$ cat src/rtl/traffic_sequencer.sv
// rtl/traffic_sequencer.sv - two-road intersection light sequencer with emergency preemption
// Optional pedestrian walk phase enabled by defining PED_PHASE_EN.
module traffic_sequencer #(
  parameter int MIN_GREEN     = 4,
  parameter int MAX_GREEN     = 16,
  parameter int YELLOW_CYCLES = 3,
  parameter int ALLRED_CYCLES = 1,
  parameter int WALK_CYCLES   = 6,
  parameter int TW            = 8
) (
  input  logic       clk,
  input  logic       rst_n,
  input  logic       Ta,
  input  logic       Tb,
  input  logic       emg,
  input  logic       ped_req,
  output logic [1:0] La,
  output logic [1:0] Lb,
  output logic       walk,
  output logic [2:0] phase
);

  typedef enum logic [2:0] {
    AG   = 3'd0,
    AY   = 3'd1,
    ARAB = 3'd2,
    BG   = 3'd3,
    BY   = 3'd4,
    ARBA = 3'd5,
    PED  = 3'd6,
    EMG  = 3'd7
  } state_t;

  localparam logic [1:0] L_GREEN  = 2'b00;
  localparam logic [1:0] L_YELLOW = 2'b01;
  localparam logic [1:0] L_RED    = 2'b10;

  localparam logic [TW-1:0] MIN_T    = TW'(MIN_GREEN - 1);
  localparam logic [TW-1:0] MAX_T    = TW'(MAX_GREEN - 1);
  localparam logic [TW-1:0] YELLOW_T = TW'(YELLOW_CYCLES - 1);
  localparam logic [TW-1:0] ALLRED_T = TW'(ALLRED_CYCLES - 1);

  state_t        state_q, state_d;
  logic [TW-1:0] t_q, t_d;
  logic          ped_pend;
  logic          a_green_done;
  logic          b_green_done;

`ifdef PED_PHASE_EN
  localparam logic [TW-1:0] WALK_T = TW'(WALK_CYCLES - 1);

  logic ped_pend_q, ped_pend_d;
  logic from_arba_q, from_arba_d;
  logic enter_ped;

  assign ped_pend  = ped_pend_q;
  assign enter_ped = (state_d == PED) && (state_q != PED);

  // A request arriving on the PED entry edge survives the clear.
  always_comb begin
    ped_pend_d  = ped_req | (ped_pend_q & ~enter_ped);
    from_arba_d = enter_ped ? (state_q == ARBA) : from_arba_q;
  end

  always_ff @(posedge clk or negedge rst_n) begin
    if (!rst_n) begin
      ped_pend_q  <= 1'b0;
      from_arba_q <= 1'b0;
    end else begin
      ped_pend_q  <= ped_pend_d;
      from_arba_q <= from_arba_d;
    end
  end
`else
  logic unused_ped;

  assign ped_pend   = 1'b0;
  assign unused_ped = ped_req ^ (WALK_CYCLES == 0);
`endif

  assign a_green_done = ((t_q >= MIN_T) && (!Ta || ped_pend)) || (t_q == MAX_T);
  assign b_green_done = ((t_q >= MIN_T) && (!Tb || ped_pend)) || (t_q == MAX_T);

  always_comb begin
    state_d = state_q;
    case (state_q)
      AG: if (emg || a_green_done) state_d = AY;
      AY: if (t_q == YELLOW_T) state_d = ARAB;
      ARAB: begin
        if (t_q == ALLRED_T) begin
          if (emg)           state_d = EMG;
          else if (ped_pend) state_d = PED;
          else               state_d = BG;
        end
      end
      BG: if (emg || b_green_done) state_d = BY;
      BY: if (t_q == YELLOW_T) state_d = ARBA;
      ARBA: begin
        if (t_q == ALLRED_T) begin
          if (emg)           state_d = EMG;
          else if (ped_pend) state_d = PED;
          else               state_d = AG;
        end
      end
`ifdef PED_PHASE_EN
      PED: begin
        if (emg)                state_d = EMG;
        else if (t_q == WALK_T) state_d = from_arba_q ? AG : BG;
      end
`endif
      EMG: if (!emg) state_d = AG;
      default: state_d = AG;
    endcase
  end

  // Timer restarts on every state change and saturates instead of wrapping.
  always_comb begin
    t_d = t_q;
    if (state_d != state_q) t_d = '0;
    else if (t_q != '1)     t_d = t_q + TW'(1);
  end

  always_ff @(posedge clk or negedge rst_n) begin
    if (!rst_n) begin
      state_q <= AG;
      t_q     <= '0;
    end else begin
      state_q <= state_d;
      t_q     <= t_d;
    end
  end

  always_comb begin
    La    = L_RED;
    Lb    = L_RED;
    walk  = 1'b0;
    phase = state_q;
    case (state_q)
      AG: La = L_GREEN;
      AY: La = L_YELLOW;
      BG: Lb = L_GREEN;
      BY: Lb = L_YELLOW;
`ifdef PED_PHASE_EN
      PED: walk = 1'b1;
`endif
      default: ;
    endcase
  end

endmodule

$ cat config.mk
export PLATFORM = sky130hd
export DESIGN_NAME = traffic_sequencer
export DESIGN_NICKNAME = d
export VERILOG_FILES = /design/src/rtl/traffic_sequencer.sv
export SDC_FILE = /design/constraint.sdc
export NUM_CORES = 1
export LEC_CHECK = 0
export ABC_AREA = 1
export CORE_UTILIZATION = 50
export CTS_CLUSTER_SIZE = 30
export DETAILED_ROUTE_END_ITERATION = 7
export PLACE_DENSITY = 0.76
export SLEW_MARGIN = 20
export SYNTH_ARGS = -nofsm -noshare
export SYNTH_HDL_FRONTEND = slang
export SYNTH_SLANG_ARGS = --single-unit
$ cat constraint.sdc
create_clock -name clk -period 3.85 [get_ports clk]
set_input_delay 0.77 -clock clk [delete_from_list [all_inputs] [get_ports clk]]
set_output_delay 0.77 -clock clk [all_outputs]
set_load 0.02 [all_outputs]
==> results of run 1 <==
-- flip-flops by register name, summed over array words and instances (netlist names) --
signal  count
t_q         8
phase       3
-- per-layer routing --
metal	track usage, %	up-vias
met2	33.1	14
met1	30.9	340
met3	5.00	2
met4	7.88	0
li1	-	395
met5	0	-
-- metrics by stage --
| step | instance area [sq um] | hold WS (ns) | worst slack (ns) | util (%) |
|---|---|---|---|---|
| 2_1_floorplan | 877 | 0.474 | 1.94 | - |
| 3_3_place_gp | 1000 | 0.610 | 1.49 | 63.4 |
| 3_5_place_dp | 1000 | 0.615 | 1.44 | 63.4 |
| 4_1_cts | 1030 | 0.632 | 1.35 | 65.1 |
| 5_1_grt | 1030 | 0.660 | 1.24 | 65.1 |
| 6_report | 1030 | 0.630 | 1.36 | 65.1 |
-- path summary, 6_finish.rpt --
check | startpoint | slack [ns] | end
max | phase[1]$_DFF_PN0_ | 1.36 | Lb[1]
min | t_q[4]$_DFFE_PN0P_ | 0.63 | t_q[4]$_DFFE_PN0P_
max reg2reg | t_q[1]$_DFFE_PN0P_ | 2.04 | t_q[7]$_DFFE_PN0P_
min reg2reg | t_q[4]$_DFFE_PN0P_ | 0.63 | t_q[4]$_DFFE_PN0P_
max in group asynchronous | rst_n | 2.67 | phase[2]$_DFF_PN0_
min in group asynchronous | rst_n | 0.84 | t_q[2]$_DFFE_PN0P_
-- critical path: stages (launching register included) --
cell             delay (ns)
dfrtp_1                0.49
inv_1                  0.11
nand2_1                0.11
nor2_2                 0.06
nor2_1                 0.08
clkdlybuf4s50_1        0.60
-- kinds of logic after synthesis --
group,count (synthesis),share of synthesized area (%)
simple gates,67,44.1
buf+inv,19,8.56
compound gates,12,8.27
flops,11,31.4
xor+xnor,3,3.00
fa+ha+maj,3,4.28
other cells,1,0.428
-- Yosys cell counts, drive strengths merged, types with 2 or more instances --
library cell | count | area, sq um
xor2 | 2 | 17.5
o21bai | 2 | 18.8
nand4 | 4 | 25.0
a21oi | 4 | 20.0
o21ai | 6 | 33.8
nor3 | 2 | 20.0
ha | 3 | 37.5
nand3 | 12 | 82.6
nor2 | 23 | 149
inv | 18 | 67.6
nand2 | 26 | 110
dfrtp | 11 | 275
-- power groups by stage --
stage / sequential, uW / clock (uW) / combinational, uW
finish: 179 / 76.5 / 481
global route: 185 / 85.1 / 532
CTS: 179 / 81.4 / 483
detailed placement: 182 / 0 / 481
global placement: 180 / 0 / 472
floorplan: 192 / 0 / 331
-- layout make-up --
cell class / count / area [sq um] / area share, %
Clock buffer: 4 / 26.3 / 2.56
Inverter: 18 / 67.6 / 6.59
Multi-Input combinational cell: 86 / 527 / 51.3
Sequential cell: 11 / 275 / 26.8
Tap cell: 16 / 20.0 / 1.95
Timing Repair Buffer: 11 / 110 / 10.7
-- placed cells by master (no fill, tap or decap), types with 3 or more instances in the layout --
cell	count
a21oi_1	4
clkbuf_4	3
clkdlybuf4s50_1	11
dfrtp_1	11
ha_1	3
inv_1	15
inv_2	3
nand2_1	23
nand3_1	9
nand4_1	4
nor2_1	6
nor2_2	13
nor2_4	4
o21ai_0	5
==> run metrics, run 1 <==
outcome completed; hold violation count in the final report 0; CTS tree done; Met1 Wirelength 871 um; Critical Path Fanout Max 8; setup_tns 0 ns; crit share post-route 64.6%; grt ovf 0; initial core utilization 55.6%; met3 WL 61 um; Yosys cell types 24; DRT Pass-1 Iters 4; sequential share of the synthesized area 31.4%; global-route wire length before repair 3110 um; Logic pwr share 65.3%; largest net degree at the start of global routing 12; Worst-path clk slew 0.07 ns; post-CTS setup buffers 0; layout cell share with drive strength beyond 1 25.4%; Finished Layout Cells 146; Yosys reg bits 11; post-cts resize count 0; maximum capacitance violations 0; Placer Congestion 0.887; P&R area growth vs syn 17.0%; Clock H-tree levels 1; Die H 43.9 um; Slew Limit Fails 0; switching share of power 50.7%; Top Ports 14; Syn Area/Cell 7.56 sq um; drt drc 0; total leakage power 0.000506 uW; R2R depth 10; Mapped Nets 125; Vias/cell 5.14; Met2 Wirelength 778 um; Clk network pwr share 10.4%; final critical-path required period 2.49 ns; TritonCTS buffer count 3; Placed Cells incl. Taps 142; Nets 140; number of synthesized flops with an enable pin 0; power per cell area 718 nW/um^2; total track usage 22.0%; Async S/R FF share, synth 100%; unrepaired setup endpoints after global routing no; Main synth FF type dfrtp_1; sequential power share 24.3%; Pint 363 uW; via count 751; Final HPWL DP 1400 um; Design Power 737 uW; Row Count 14; Fin Clk Skew 0.00450 ns; Worst VDD drop 512 uV; # setup viols final 0; ANT cells 0; Max Used Layer met4; 1st-iter DRT viols 24; Netlist Area Pre-Place 877 sq um; CTS root buffer clkbuf_4; die width 43.9 um; Sink Count 11; Port Buffers 11; Worst-Skew Late Latency 0.26 ns; hold crit path type reg2reg; Setup Crit Path Kind reg2out; # hold bufs at CTS 0; Synth Instances 116; hold path depth 2; vias in the first global route 720; Least-Margin Pin Slew 0.499 ns; Filler Cell Count 143; Crit path required time 3.08 ns; die area 1930 sq um; Achievable Freq 402 MHz; antenna violations before repair 0; Critical Path Source Type register; CP Capture Type output pin; CTS max path bufs 2; Ys Warns 0; P_sw 374 uW; drt wl/cell 11.8 um; Slew Limit Headroom 66.7%; CORE AREA 1580 sq um; post-route ant nets 0; Routed WL 1720 um; crit path DAT 1.72 ns
(Power assumes the default switching activity.)
==> inputs of run 2 (changes only) <==
clock period = 2.6 ns   (was 3.85 ns; I/O delays follow)
==> run 2 against run 1 <==
  * Clock-buffer cell count decreased by 1
  * Critical path depth decreased by 1
  * Largest power group unchanged
  * Clock power increased by 57%
  * Clock skew increased by 0.0039 ns
  * Sequential share of layout area about the same
  * Wire length decreased by 4.8%
  * Register-to-register slack got worse by 1.2 ns
  * Utilization increased by 0.079 points
  * Total power increased by 47%
  * Global-route usage decreased by 1.7 points
==> run metrics, run 2 (same netlist as run 1, synthesis figures left out) <==
Top Ports 14; placed cell area 1000 sq um; 1st-iter DRT viols 28; slowest CP cell clkdlybuf4s50_1; die area 1930 sq um; post-CTS setup buffers 0; initial core utilization 55.6%; hold crit path type in2async; drt drc 0; maximum capacitance violations 0; Worst-path clk slew 0.08 ns; Slew Limit Fails 0; # setup viols final 0; Nets 140; WP buf/inv 2; setup_tns 0 ns; total leakage power 0.000509 uW; unrepaired setup endpoints after global routing no; via count 780; Fin Clk Skew 0.00839 ns; Reg with most FFs t_q; Die H 43.9 um; ANT cells 0; Worst VDD drop 905 uV; Placer Congestion 0.910; Least-Margin Pin Slew 0.512 ns; Critical Path Fanout Max 8; Clock H-tree levels 1; Routed WL 1640 um; hold violation count in the final report 0; Sink Count 11; TritonCTS buffer count 3; antenna violations before repair 0; post-route ant nets 0; power per cell area 1060 nW/um^2; CP top delay family buffers and inverters; most frequent cells in the layout 23 x nand2_1, 15 x inv_1, 13 x nor2_2, 11 x clkdlybuf4s50_1, 11 x dfrtp_1; CTS tree done; outcome completed; # hold bufs at CTS 0; CP cell instances inv_1 -> nand2_1 -> nor2_2 -> clkdlybuf4s50_1; global-route wire length before repair 2900 um; Port Buffers 11; Row Count 14; Final HPWL DP 1310 um; layout cell share with drive strength beyond 1 26.2%; CP Capture Type output pin; crit path DAT 1.75 ns; Largest register FFs 8; P&R area growth vs syn 17.1%; CORE AREA 1580 sq um; final critical-path required period 2.27 ns; Crit path required time 2.08 ns; slowest cell delay on critical path 0.63 ns; drt wl/cell 11.2 um; Setup Crit Path Kind reg2out; CTS max path bufs 2; die width 43.9 um; largest net degree at the start of global routing 12; Finished Cell Area 1030 sq um; Vias/cell 5.34; DRT Pass-1 Iters 4; Worst-Skew Late Latency 0.27 ns; crit share post-route 87.4%; vias in the first global route 712; post-cts resize count 0; CTS root buffer clkbuf_4; commonest non-fill, non-tap cell in the layout nand2_1; grt ovf 0; Critical Path Source Type register; total track usage 20.3%; Achievable Freq 440 MHz; Slew Limit Headroom 65.8%
## run 2: changes by cell type in the layout (fill, tap and decap cells not counted)
| cell | before | now |
|---|---|---|
| clkbuf_1 | 1 | 0 |
| clkinv_2 | 0 | 1 |
## run 2: worst paths after layout
check	from	to	slack, ns	cells past startpoint
worst max-delay path	phase[1]$_DFF_PN0_	Lb[0]	0.33	4
worst min-delay path	rst_n	t_q[3]$_DFFE_PN0P_	0.58	1
worst max register to register	t_q[1]$_DFFE_PN0P_	t_q[6]$_DFFE_PN0P_	0.84	10
worst min register to register	t_q[4]$_DFFE_PN0P_	t_q[4]$_DFFE_PN0P_	0.63	2
max in group asynchronous	rst_n	phase[2]$_DFF_PN0_	1.67	1
min in group clk	t_q[4]$_DFFE_PN0P_	t_q[4]$_DFFE_PN0P_	0.63	2
## run 2: cell type report
class	count	area, sq um
Fill cell	149	549
Multi-Input combinational cell	86	527
Sequential cell	11	275
Timing Repair Buffer	11	110
Inverter	18	67.6
Clock buffer	3	22.5
Tap cell	16	20.0
Clock inverter	1	5.00
## run 2: report_power, final
group | internal [uW] | leakage (uW) | switching, uW
registers | 210 | 0.000148 | 54.7
logic | 269 | 0.000343 | 432
clock network | 57.0 | 0.0000177 | 62.5
total | 536 | 0.000509 | 550
## run 2: metal layers
layer	up-vias	share of wire [%]	GRT usage, %
li1	395	-	-
met1	358	48	25.8
met2	23	46	32.5
met3	4	5.6	8.75
met4	0	0.92	3.64
met5	-	0	0
## run 2: through the flow
step	setup WS (ns)	std cells	hold slack [ns]	util (%)	total power [uW]
floorplan	0.896	116	0.224	-	775
global placement	0.496	142	0.611	63.4	963
detailed placement	0.492	142	0.622	63.4	973
CTS	0.330	146	0.596	65.2	1090
global route	0.223	146	0.626	65.2	1180
finish	0.328	146	0.580	65.2	1090
